[src/rtl/grid_pkg.sv]
// Shared types and helpers for the 8x8 grid display path.
// The grid is a flat 64-bit word: bit 8*r+c holds row r, column c.
package grid_pkg;

  localparam int GRID_ROWS = 8;
  localparam int GRID_COLS = 8;
  localparam int ROW_W     = $clog2(GRID_ROWS);

  typedef logic [GRID_ROWS*GRID_COLS-1:0] grid_t;
  typedef logic [GRID_COLS-1:0]           row_t;
  typedef logic [GRID_ROWS-1:0]           row_sel_t;
  typedef logic [ROW_W-1:0]               row_idx_t;

  // Extract row r of a grid as a column-drive pattern (bit c = column c).
  function automatic row_t row_of(grid_t g, int r);
    return g[r*GRID_COLS +: GRID_COLS];
  endfunction

endpackage

[src/rtl/grid_display_scan_if.sv]
// Signal bundle between the grid producer/controller and the LED scan block.
//   grid       : current generation (producer -> scanner)
//   enable     : 1 = scanning runs, 0 = paused
//   freeze     : 1 = skip frame-boundary capture
//   row_sel    : one-hot row drive, active-high
//   col        : column drive for the selected row, active-high
//   frame_tick : one-cycle pulse on the last cycle of row 7's slot
// master = the side that drives grid/enable/freeze; slave = the scanner.
interface grid_display_scan_if;
  import grid_pkg::*;

  grid_t    grid;
  logic     enable;
  logic     freeze;
  row_sel_t row_sel;
  row_t     col;
  logic     frame_tick;

  modport master (
    output grid, enable, freeze,
    input  row_sel, col, frame_tick
  );

  modport slave (
    input  grid, enable, freeze,
    output row_sel, col, frame_tick
  );

endinterface

[src/rtl/scan_timer.sv]
// Row-slot timer for the LED matrix scan.
// Holds the position the next enabled edge will start: slot cycle slot_q
// within row row_q. Each enabled edge consumes that position and advances.
// Ports:
//   clk, reset  : clock, asynchronous active-low reset
//   enable      : advance on this edge
//   row_idx     : row of the position being started
//   slot_start  : position is slot cycle 0
//   blank       : position lies in the leading blanking window
//   frame_last  : position is the final cycle of the last row
module scan_timer
  import grid_pkg::*;
#(
  parameter int DIV   = 1000,
  parameter int BLANK = 16
) (
  input  logic     clk,
  input  logic     reset,
  input  logic     enable,
  output row_idx_t row_idx,
  output logic     slot_start,
  output logic     blank,
  output logic     frame_last
);

  localparam int SLOT_W = (DIV > 1) ? $clog2(DIV) : 1;

  logic [SLOT_W-1:0] slot_q, slot_d;
  row_idx_t          row_q,  row_d;
  logic              slot_last;

  assign slot_last  = (slot_q == SLOT_W'(DIV - 1));
  assign slot_start = (slot_q == '0);
  assign row_idx    = row_q;
  assign frame_last = slot_last && (row_q == ROW_W'(GRID_ROWS - 1));

  // A zero-length blanking window would make the compare constant.
  if (BLANK > 0) begin : g_blank
    assign blank = (slot_q < SLOT_W'(BLANK));
  end else begin : g_no_blank
    assign blank = 1'b0;
  end

  // NOTE: every always_comb output gets a hold default first, so no path leaves it unassigned and no latch is inferred.
  always_comb begin
    slot_d = slot_q;
    row_d  = row_q;
    if (enable) begin
      if (slot_last) begin
        slot_d = '0;
        row_d  = (row_q == ROW_W'(GRID_ROWS - 1)) ? '0 : row_q + 1'b1;
      end else begin
        slot_d = slot_q + 1'b1;
      end
    end
  end

  // NOTE: state registers use non-blocking assignments so every flop samples pre-edge values.
  always_ff @(posedge clk or negedge reset) begin
    if (!reset) begin
      slot_q <= '0;
      row_q  <= '0;
    end else begin
      slot_q <= slot_d;
      row_q  <= row_d;
    end
  end

endmodule

[src/rtl/grid_display_scan.sv]
// Row-multiplexed 8x8 LED matrix driver for the Game-of-Life grid.
// The grid is copied into a frame buffer only as row 0 slot 0 begins, so a
// displayed frame never mixes two generations. The first BLANK cycles of
// every row slot are dark to suppress ghosting.
// Ports:
//   clk    : system clock
//   reset  : asynchronous active-low reset; clears buffer and all outputs
//   bus    : slave side of grid_display_scan_if (grid, enable, freeze in;
//            row_sel, col, frame_tick out, all registered)
module grid_display_scan
  import grid_pkg::*;
#(
  parameter int DIV   = 1000,
  parameter int BLANK = 16
) (
  input  logic                  clk,
  input  logic                  reset,
  grid_display_scan_if.slave    bus
);

  row_idx_t row_idx;
  logic     slot_start;
  logic     blank;
  logic     frame_last;

  scan_timer #(
    .DIV   (DIV),
    .BLANK (BLANK)
  ) u_scan_timer (
    .clk        (clk),
    .reset      (reset),
    .enable     (bus.enable),
    .row_idx    (row_idx),
    .slot_start (slot_start),
    .blank      (blank),
    .frame_last (frame_last)
  );

  grid_t    fbuf_q,       fbuf_d;
  row_sel_t row_sel_q,    row_sel_d;
  row_t     col_q,        col_d;
  logic     frame_tick_q, frame_tick_d;
  logic     capture;

  assign capture = bus.enable && slot_start && (row_idx == '0) && !bus.freeze;

  always_comb begin
    fbuf_d       = capture ? bus.grid : fbuf_q;
    row_sel_d    = '0;
    col_d        = '0;
    frame_tick_d = 1'b0;
    if (bus.enable) begin
      frame_tick_d = frame_last;
      if (!blank) begin
        row_sel_d = row_sel_t'(1) << row_idx;
        // Decode from fbuf_d so row 0 shows a grid captured on this same edge.
        col_d     = row_of(fbuf_d, int'(row_idx));
      end
    end
  end

  // NOTE: the frame buffer is reset deliberately, so a reset mid-frame can never flash stale content.
  always_ff @(posedge clk or negedge reset) begin
    if (!reset) begin
      fbuf_q       <= '0;
      row_sel_q    <= '0;
      col_q        <= '0;
      frame_tick_q <= 1'b0;
    end else begin
      fbuf_q       <= fbuf_d;
      row_sel_q    <= row_sel_d;
      col_q        <= col_d;
      frame_tick_q <= frame_tick_d;
    end
  end

  assign bus.row_sel    = row_sel_q;
  assign bus.col        = col_q;
  assign bus.frame_tick = frame_tick_q;

endmodule

[src/flat_wrapper.sv]
// flat-port wrapper written by rule: the top's interface ports become plain ports
module grid_display_scan_flat import grid_pkg::*;
#(
  parameter int DIV   = 1000,
  parameter int BLANK = 16
)
  (clk, reset, bus_grid, bus_enable, bus_freeze, bus_row_sel, bus_col, bus_frame_tick);
  grid_display_scan_if bus_i ();
  input  logic clk;
  input  logic reset;
  input wire logic [$bits(bus_i.grid)-1:0] bus_grid;
  input wire logic [$bits(bus_i.enable)-1:0] bus_enable;
  input wire logic [$bits(bus_i.freeze)-1:0] bus_freeze;
  output wire logic [$bits(bus_i.row_sel)-1:0] bus_row_sel;
  output wire logic [$bits(bus_i.col)-1:0] bus_col;
  output wire logic [$bits(bus_i.frame_tick)-1:0] bus_frame_tick;
  assign bus_i.grid = bus_grid;
  assign bus_i.enable = bus_enable;
  assign bus_i.freeze = bus_freeze;
  assign bus_row_sel = bus_i.row_sel;
  assign bus_col = bus_i.col;
  assign bus_frame_tick = bus_i.frame_tick;
  grid_display_scan #(.DIV(DIV), .BLANK(BLANK)) u_core (.clk(clk), .reset(reset), .bus(bus_i));
endmodule
[config.mk]
export PLATFORM = sky130hd
export DESIGN_NAME = grid_display_scan_flat
export DESIGN_NICKNAME = d
export VERILOG_FILES = /design/src/rtl/grid_pkg.sv /design/src/rtl/grid_display_scan_if.sv /design/src/rtl/scan_timer.sv /design/src/rtl/grid_display_scan.sv /design/src/flat_wrapper.sv
export SDC_FILE = /design/constraint.sdc
export NUM_CORES = 1
export LEC_CHECK = 0
export ABC_CLOCK_PERIOD_IN_PS = 3700
export BUFFER_PORTS_ARGS = -buffer_cell sky130_fd_sc_hd__buf_2
export CAP_MARGIN = 5
export CORE_AREA = 10 10 144 146
export CTS_BUF_LIST = sky130_fd_sc_hd__clkbuf_4 sky130_fd_sc_hd__clkbuf_8 sky130_fd_sc_hd__clkbuf_16
export DETAILED_ROUTE_END_ITERATION = 10
export DIE_AREA = 0 0 154 156
export GPL_TIMING_DRIVEN = 0
export PLACE_DENSITY = 0.48
export SETUP_SLACK_MARGIN = 0.15
export SYNTH_ARGS = -nofsm -noshare
export SYNTH_HDL_FRONTEND = slang
export SYNTH_SLANG_ARGS = --single-unit
[constraint.sdc]
create_clock -name clk -period 3.7 [get_ports clk]
set_input_delay 0.37 -clock clk [delete_from_list [all_inputs] [get_ports clk]]
set_output_delay 0.37 -clock clk [all_outputs]
set_load 0.03 [all_outputs]
Word-level counts from Yosys, hierarchy flattened
Cells that the tools add are included.
Word-level totals
  register bits after elaboration: 94
  input port bits: 68
  output and inout bits: 17
  logic and storage cells: 29
Operators by class
  $add $sub $neg: 2
  magnitude comparators: 1
  equal/unequal tests: 2
  shifts and indexed selects: 2
  mux-type cells: 8
  reductions and logical operators: 8
Operators by type and width (number)
  $mux W64: 1
  $shiftx A64 B7 Y8: 1
  $mux W8: 4
  $add A10 B1 Y10 const B: 1
  $eq A10 B10 Y1 const B: 1
  $logic_not A10 Y1: 1
  $lt A10 B5 Y1 const B: 1
  $mux W10: 1
  $shl A1 B3 Y8 const A: 1
  $logic_and A1 B1 Y1: 4
  $add A3 B1 Y3 const B: 1
  $eq A3 B3 Y1 const B: 1
  $logic_not A3 Y1: 1
  $mux W3: 1
  $reduce_and A2 Y1: 1
  $logic_not A1 Y1: 1
  $mux W1: 1

Longest topological paths before layout
  depth in word-level cells: 8
  depth in mapped cells: 10
  mapped depth without buffers: 7

Hierarchy
From an unflattened synthesis, not the netlist that was laid out.
Second synthesis, totals
  cells, all modules: 348
  area, all modules: 4342.9 um^2
Modules (own cells, without submodules)
  grid_display_scan: instances 1, cells an instance 277, area an instance 3621.0 um^2, sequential area each 2026.9 um^2
  scan_timer: instances 1, cells an instance 71, area an instance 721.9 um^2, sequential area each 325.3 um^2

Worst setup path after synthesis
No wires, ideal clock.
  kind: reg-to-reg
  start point: register u_core.u_scan_timer.row_q[1] (netlist: u_core.u_scan_timer.row_idx[1])
  end point: register u_core.fbuf_q[0]
  library setup time: 0.125 ns
  arrival time: 2.176 ns
  data required time: 3.575 ns
  path slack: 1.399 ns
  stages on the path, launching flop included: 10
  buffers on the path: 3
  clock period less this slack: 2.301 ns
  path through: dfrtp_1 > clkbuf_1 > clkbuf_1 > inv_1 > ha_1 > and4bb_2 > nand3_1 > nor2_4 > buf_6 > mux2_2
Between the ends
  cells in the longest elaborated chain, start to end: 4
Ends and longest elaborated chain
  start: declaration: line scan_timer.sv:29  | row_idx_t row_q, row_d;
  start signal: assignment: line scan_timer.sv:65  | row_q <= row_d;
  $logic_not A3 Y1: line grid_display_scan.sv:45  | assign capture = bus.enable && slot_start && (row_idx == '0) && !bus.freeze;
  $logic_and A1 B1 Y1 (2 in series): line grid_display_scan.sv:45
  $mux W64: line grid_display_scan.sv:48  | fbuf_d = capture ? bus.grid : fbuf_q;
  via u_core.fbuf_d[0]: line grid_display_scan.sv:39  | grid_t fbuf_q, fbuf_d;
  end signal: assignment: line grid_display_scan.sv:70  | fbuf_q <= fbuf_d;
  end: declaration: line grid_display_scan.sv:39
The timed path passes the listed nets, and every way through them passes these cells.
A chain may end at the register's enable or synchronous reset.

Worst setup path in the final report
  start point: register u_core.u_scan_timer.row_q[1] (netlist: u_core.u_scan_timer.row_idx[1])
  end point: register u_core.col_q[3] (netlist: u_core.bus.col[3])
Between the ends
  cells in the longest elaborated chain, start to end: 7
Ends and longest elaborated chain
  $logic_not A3 Y1: line grid_display_scan.sv:45
  $logic_and A1 B1 Y1 (2 in series): line grid_display_scan.sv:45
  $mux W64: line grid_display_scan.sv:48
  $shiftx A64 B7 Y8 (*): line grid_pkg.sv:16  | return g[r*GRID_COLS +: GRID_COLS];
  $mux W8 (*): line grid_display_scan.sv:54  | if (!blank) begin
  $mux W8 (*): line grid_display_scan.sv:52  | if (bus.enable) begin
  via u_core.col_d[3]: line grid_display_scan.sv:41  | row_t col_q, col_d;
  end signal: assignment: line grid_display_scan.sv:72  | col_q <= col_d;
  end: declaration: line grid_display_scan.sv:41
Mark *: on every way through the listed nets, which the timed path passes. The rest lies on a longest branch.

==> results by group <==
Drt
  • Vias per cell: between 4 and 5
  • Vias: ~2800
  • Post-route ant nets: 0
  • DR WL/cell: approximately 17 um
  • Iteration-0 DRC count of the detailed router: around 140
  • # DRC: 0
  • Drt pass-1 iters: 4
  • Drt total wl: approximately 11 mm

Yosys
  • Post-synth ARST share: between 90% and 100%
  • Distinct cells, synth: 33
  • Main flop type after synthesis: dfrtp_1
  • Area leader, netlist: dfrtp_1
  • Synth Register Bits: 94
  • Largest cells by area after synthesis: dfrtp_1 (53%), mux2_2 (16%), mux4_2 (11%)
  • Mapped Avg Cell Area: 14.6 um2
  • Synth top area share: 53.3%
  • Ys Warns: 0
  • Seq/Total Area, Yosys: between 50% and 60%
  • Synth Cell Area: roughly 4400 um2
  • Syn nets: between 300 and 400
  • Top-count cell post-synth: dfrtp_1
  • Top cells by count, synth: dfrtp_1 (94), mux2_2 (64), mux4_2 (22)
  • Number of synthesized flops with an enable pin: 0
  • Post-Synthesis Cells: 303

Global routing
  • GRT Util Overall: 9.37%
  • Initial antenna violation count: 3
  • Total global routing overflow: 0
  • First-pass GRT wire length: approximately 18 mm
  • Vias in the first global route: 3115
  • Largest net degree at the start of global routing: 59

Final layout
  • Fraction of layout instances using a drive strength above 1: 52.0%
  • Net count, final: between 400 and 500
  • Finished Layout Cells: 634
  • Area growth, synth to finish: 23.8%

Pwr
  • Clock share of power: approximately a third
  • Sequential power share: approximately 48%
  • P per Cell Area: roughly 510 nW/um2
  • Int Pwr: a little over 2 mW
  • Logic pwr share: a little under a fifth
  • Leakage: between 2 and 3 nW
  • Peak VDD IR: 0.000182 V
  • Power Total: about 2.8 mW
  • Psw: about 0.75 mW
  • Sw Share: 26.6%

Place
  • Final Wtd Congestion: 0.736
  • DP HPWL: 8.57 mm
  • I/O Buffers: 84
  • Placed insts: roughly 620
  • Pre-CTS WS: approximately 0.8 ns

Min path
  • Hold Crit Class: primary input to async pin

Floorplanning
  • Die X: about 150 um
  • Initial core utilization: around a quarter
  • Total core area: ~18000 um2
  • Die extent in y: approximately 160 um
  • FP Rows: 49
  • IO Pins: 85
  • Die footprint: between 20000 and 25000 um2

Worst setup path
  • Worst Reg-to-Reg Cells: 10
  • CP Launch Point: u_core.u_scan_timer.row_idx[1]
  • FF-to-FF End: u_core.bus.col[3]
  • Reg-to-reg slack, setup: ~0.87 ns
  • CP Class: flop to flop
  • Worst Path Required: between 3 and 4 ns
  • Critical Path Start Type: flop
  • Reg-to-reg startpoint: u_core.u_scan_timer.row_idx[1]
  • CP Capture Type: flop
  • Arr. time, crit path: ~3.0 ns
  • Max Fanout on Critical Path: 10
  • Setup crit end: u_core.bus.col[3]

Clock tree
  • Max Root-Sink Buffers: 2
  • H-tree Lvls: 3
  • Clk_lat worst skew: about 0.34 ns
  • CTS clk-pin slew, worst paths: approximately 0.06 ns
  • TritonCTS Buffers: 9
  • Clock sinks: 94
  • Post-CTS setup buffer count: 0
  • Root buf cell: clkbuf_16
  • Hold buffers post-CTS: 0
  • CTS tree: yes
  • CTS resizes: 0

STA
  • Final hold vios: 8
  • Max-slew violation count: 0
  • Fin crit period: 2.83 ns
  • Clock Skews: about 0.008 ns
  • Measured slew at the worst slew-check pin: approximately 0.66 ns
  • Tcrit/Tclk final: 76.4%
  • Fin Hold WS: -0.00280 ns
  • Worst slew margin: approximately 56%
  • RSZ-0062 raised after global routing: false
  • Post-Route Setup TNS: 0 ns
  • Max Clk Rate: between 0.3 and 0.4 GHz
  • Setup violators final: 0
  • Setup ws final: around 0.87 ns

Run status
  • Status: complete, but fails checks
  • Violated checks: hold timing

Job
  • Max Cap Violations: 0
worst min-delay path by stage:
stage | start | endpoint | slack (ns) | cells past startpoint
finish | reset | u_core.fbuf_q[4] | -0.003 | 1
global route | reset | u_core.fbuf_q[4] | 0.02 | 1
CTS | reset | u_core.fbuf_q[4] | 0.002 | 1
detailed placement | reset | u_core.fbuf_q[4] | 0.37 | 1
global placement | u_core.fbuf_q[15] | u_core.fbuf_q[15] | 0.48 | 1
floorplan | reset | u_core.bus.col[0] | 0.07 | 0
cell type report:
type                    count  area (um2)
clock inverters             4        55.1
fillers                  1789       12400
well taps                 229         287
clock buffers              12         254
multi-input cells         184        1900
plain buffers              18         139
repair buffers             85         450
flip-flops and latches     94        2350
inverters                   7        26.3
diodes                      1        2.50
flip-flops by register name, indices dropped and copies added, names as in the netlist:
name,count
u_core.u_scan_timer.row_idx,3
u_core.bus.col,8
u_core.u_scan_timer.slot_q,10
u_core.bus.frame_tick,1
u_core.fbuf_q,64
u_core.bus.row_sel,8
critical path: stages, from the launching register on:
cell	delay [ns]
dfrtp_1	0.37
clkbuf_1	0.31
clkbuf_1	0.55
inv_1	0.23
ha_1	0.28
and4bb_2	0.23
nand3_1	0.12
nor2_4	0.10
buf_8	0.17
mux2i_1	0.21
a21oi_1	0.10
through the flow:
stage               hold WS [ns]  util [%]  instance area (um2)
finish                  -0.00280      30.6                 5460
global route              0.0204      30.6                 5460
global placement           0.484      28.7                 5120
detailed placement         0.374      28.9                 5150
CTS                      0.00193      30.6                 5460
floorplan                 0.0744         -                 4410
cells in the final DEF (no fill, tap or decap), types with 2 or more instances in the layout:
cell type / netlist / layout
a21oi_1: 9 / 9
and3_1: 8 / 8
buf_2: 3 / 86
buf_4: 1 / 2
buf_6: 7 / 7
clkbuf_1: 6 / 6
clkbuf_16: 0 / 9
clkbuf_4: 0 / 2
dfrtp_1: 94 / 94
ha_1: 8 / 8
inv_1: 7 / 7
mux2_2: 64 / 64
mux2i_1: 12 / 12
mux4_2: 22 / 22
nand2_1: 13 / 13
nand2_2: 2 / 2
nand4_1: 3 / 3
nor2_1: 13 / 13
o21ai_0: 9 / 9
o21ai_2: 2 / 2
xnor2_1: 4 / 4
xor2_1: 3 / 3
metal layers:
layer | vias up | part of all wire, % | GRT usage, %
met5 | - | 0.12 | 0
met4 | 2 | 1.6 | 3.82
met3 | 16 | 4.5 | 2.65
met2 | 52 | 50 | 15.2
met1 | 1417 | 44 | 11.4
li1 | 1296 | - | -
power groups by stage:
stage	Sequential [mW]	Combinational (mW)	Clock, mW
3_3_place_gp	1.35	0.506	0
3_5_place_dp	1.36	0.522	0
6_report	1.34	0.512	0.955
5_1_grt	1.37	0.567	1.03
2_1_floorplan	1.36	0.333	0
4_1_cts	1.34	0.523	0.979
kinds of logic after synthesis:
| kind of cell | after synthesis | synth area share [%] |
|---|---|---|
| AO/OA/AOI/OAI | 22 | 2.75 |
| XOR/XNOR | 7 | 1.39 |
| adder cells (fa/ha/maj) | 8 | 2.27 |
| buffers and inverters | 25 | 3.74 |
| flip-flops | 94 | 53.3 |
| multiplexers | 98 | 30.3 |
| AND/OR/NAND/NOR | 49 | 6.27 |
Note: power is estimated with default switching activity, not from simulation.
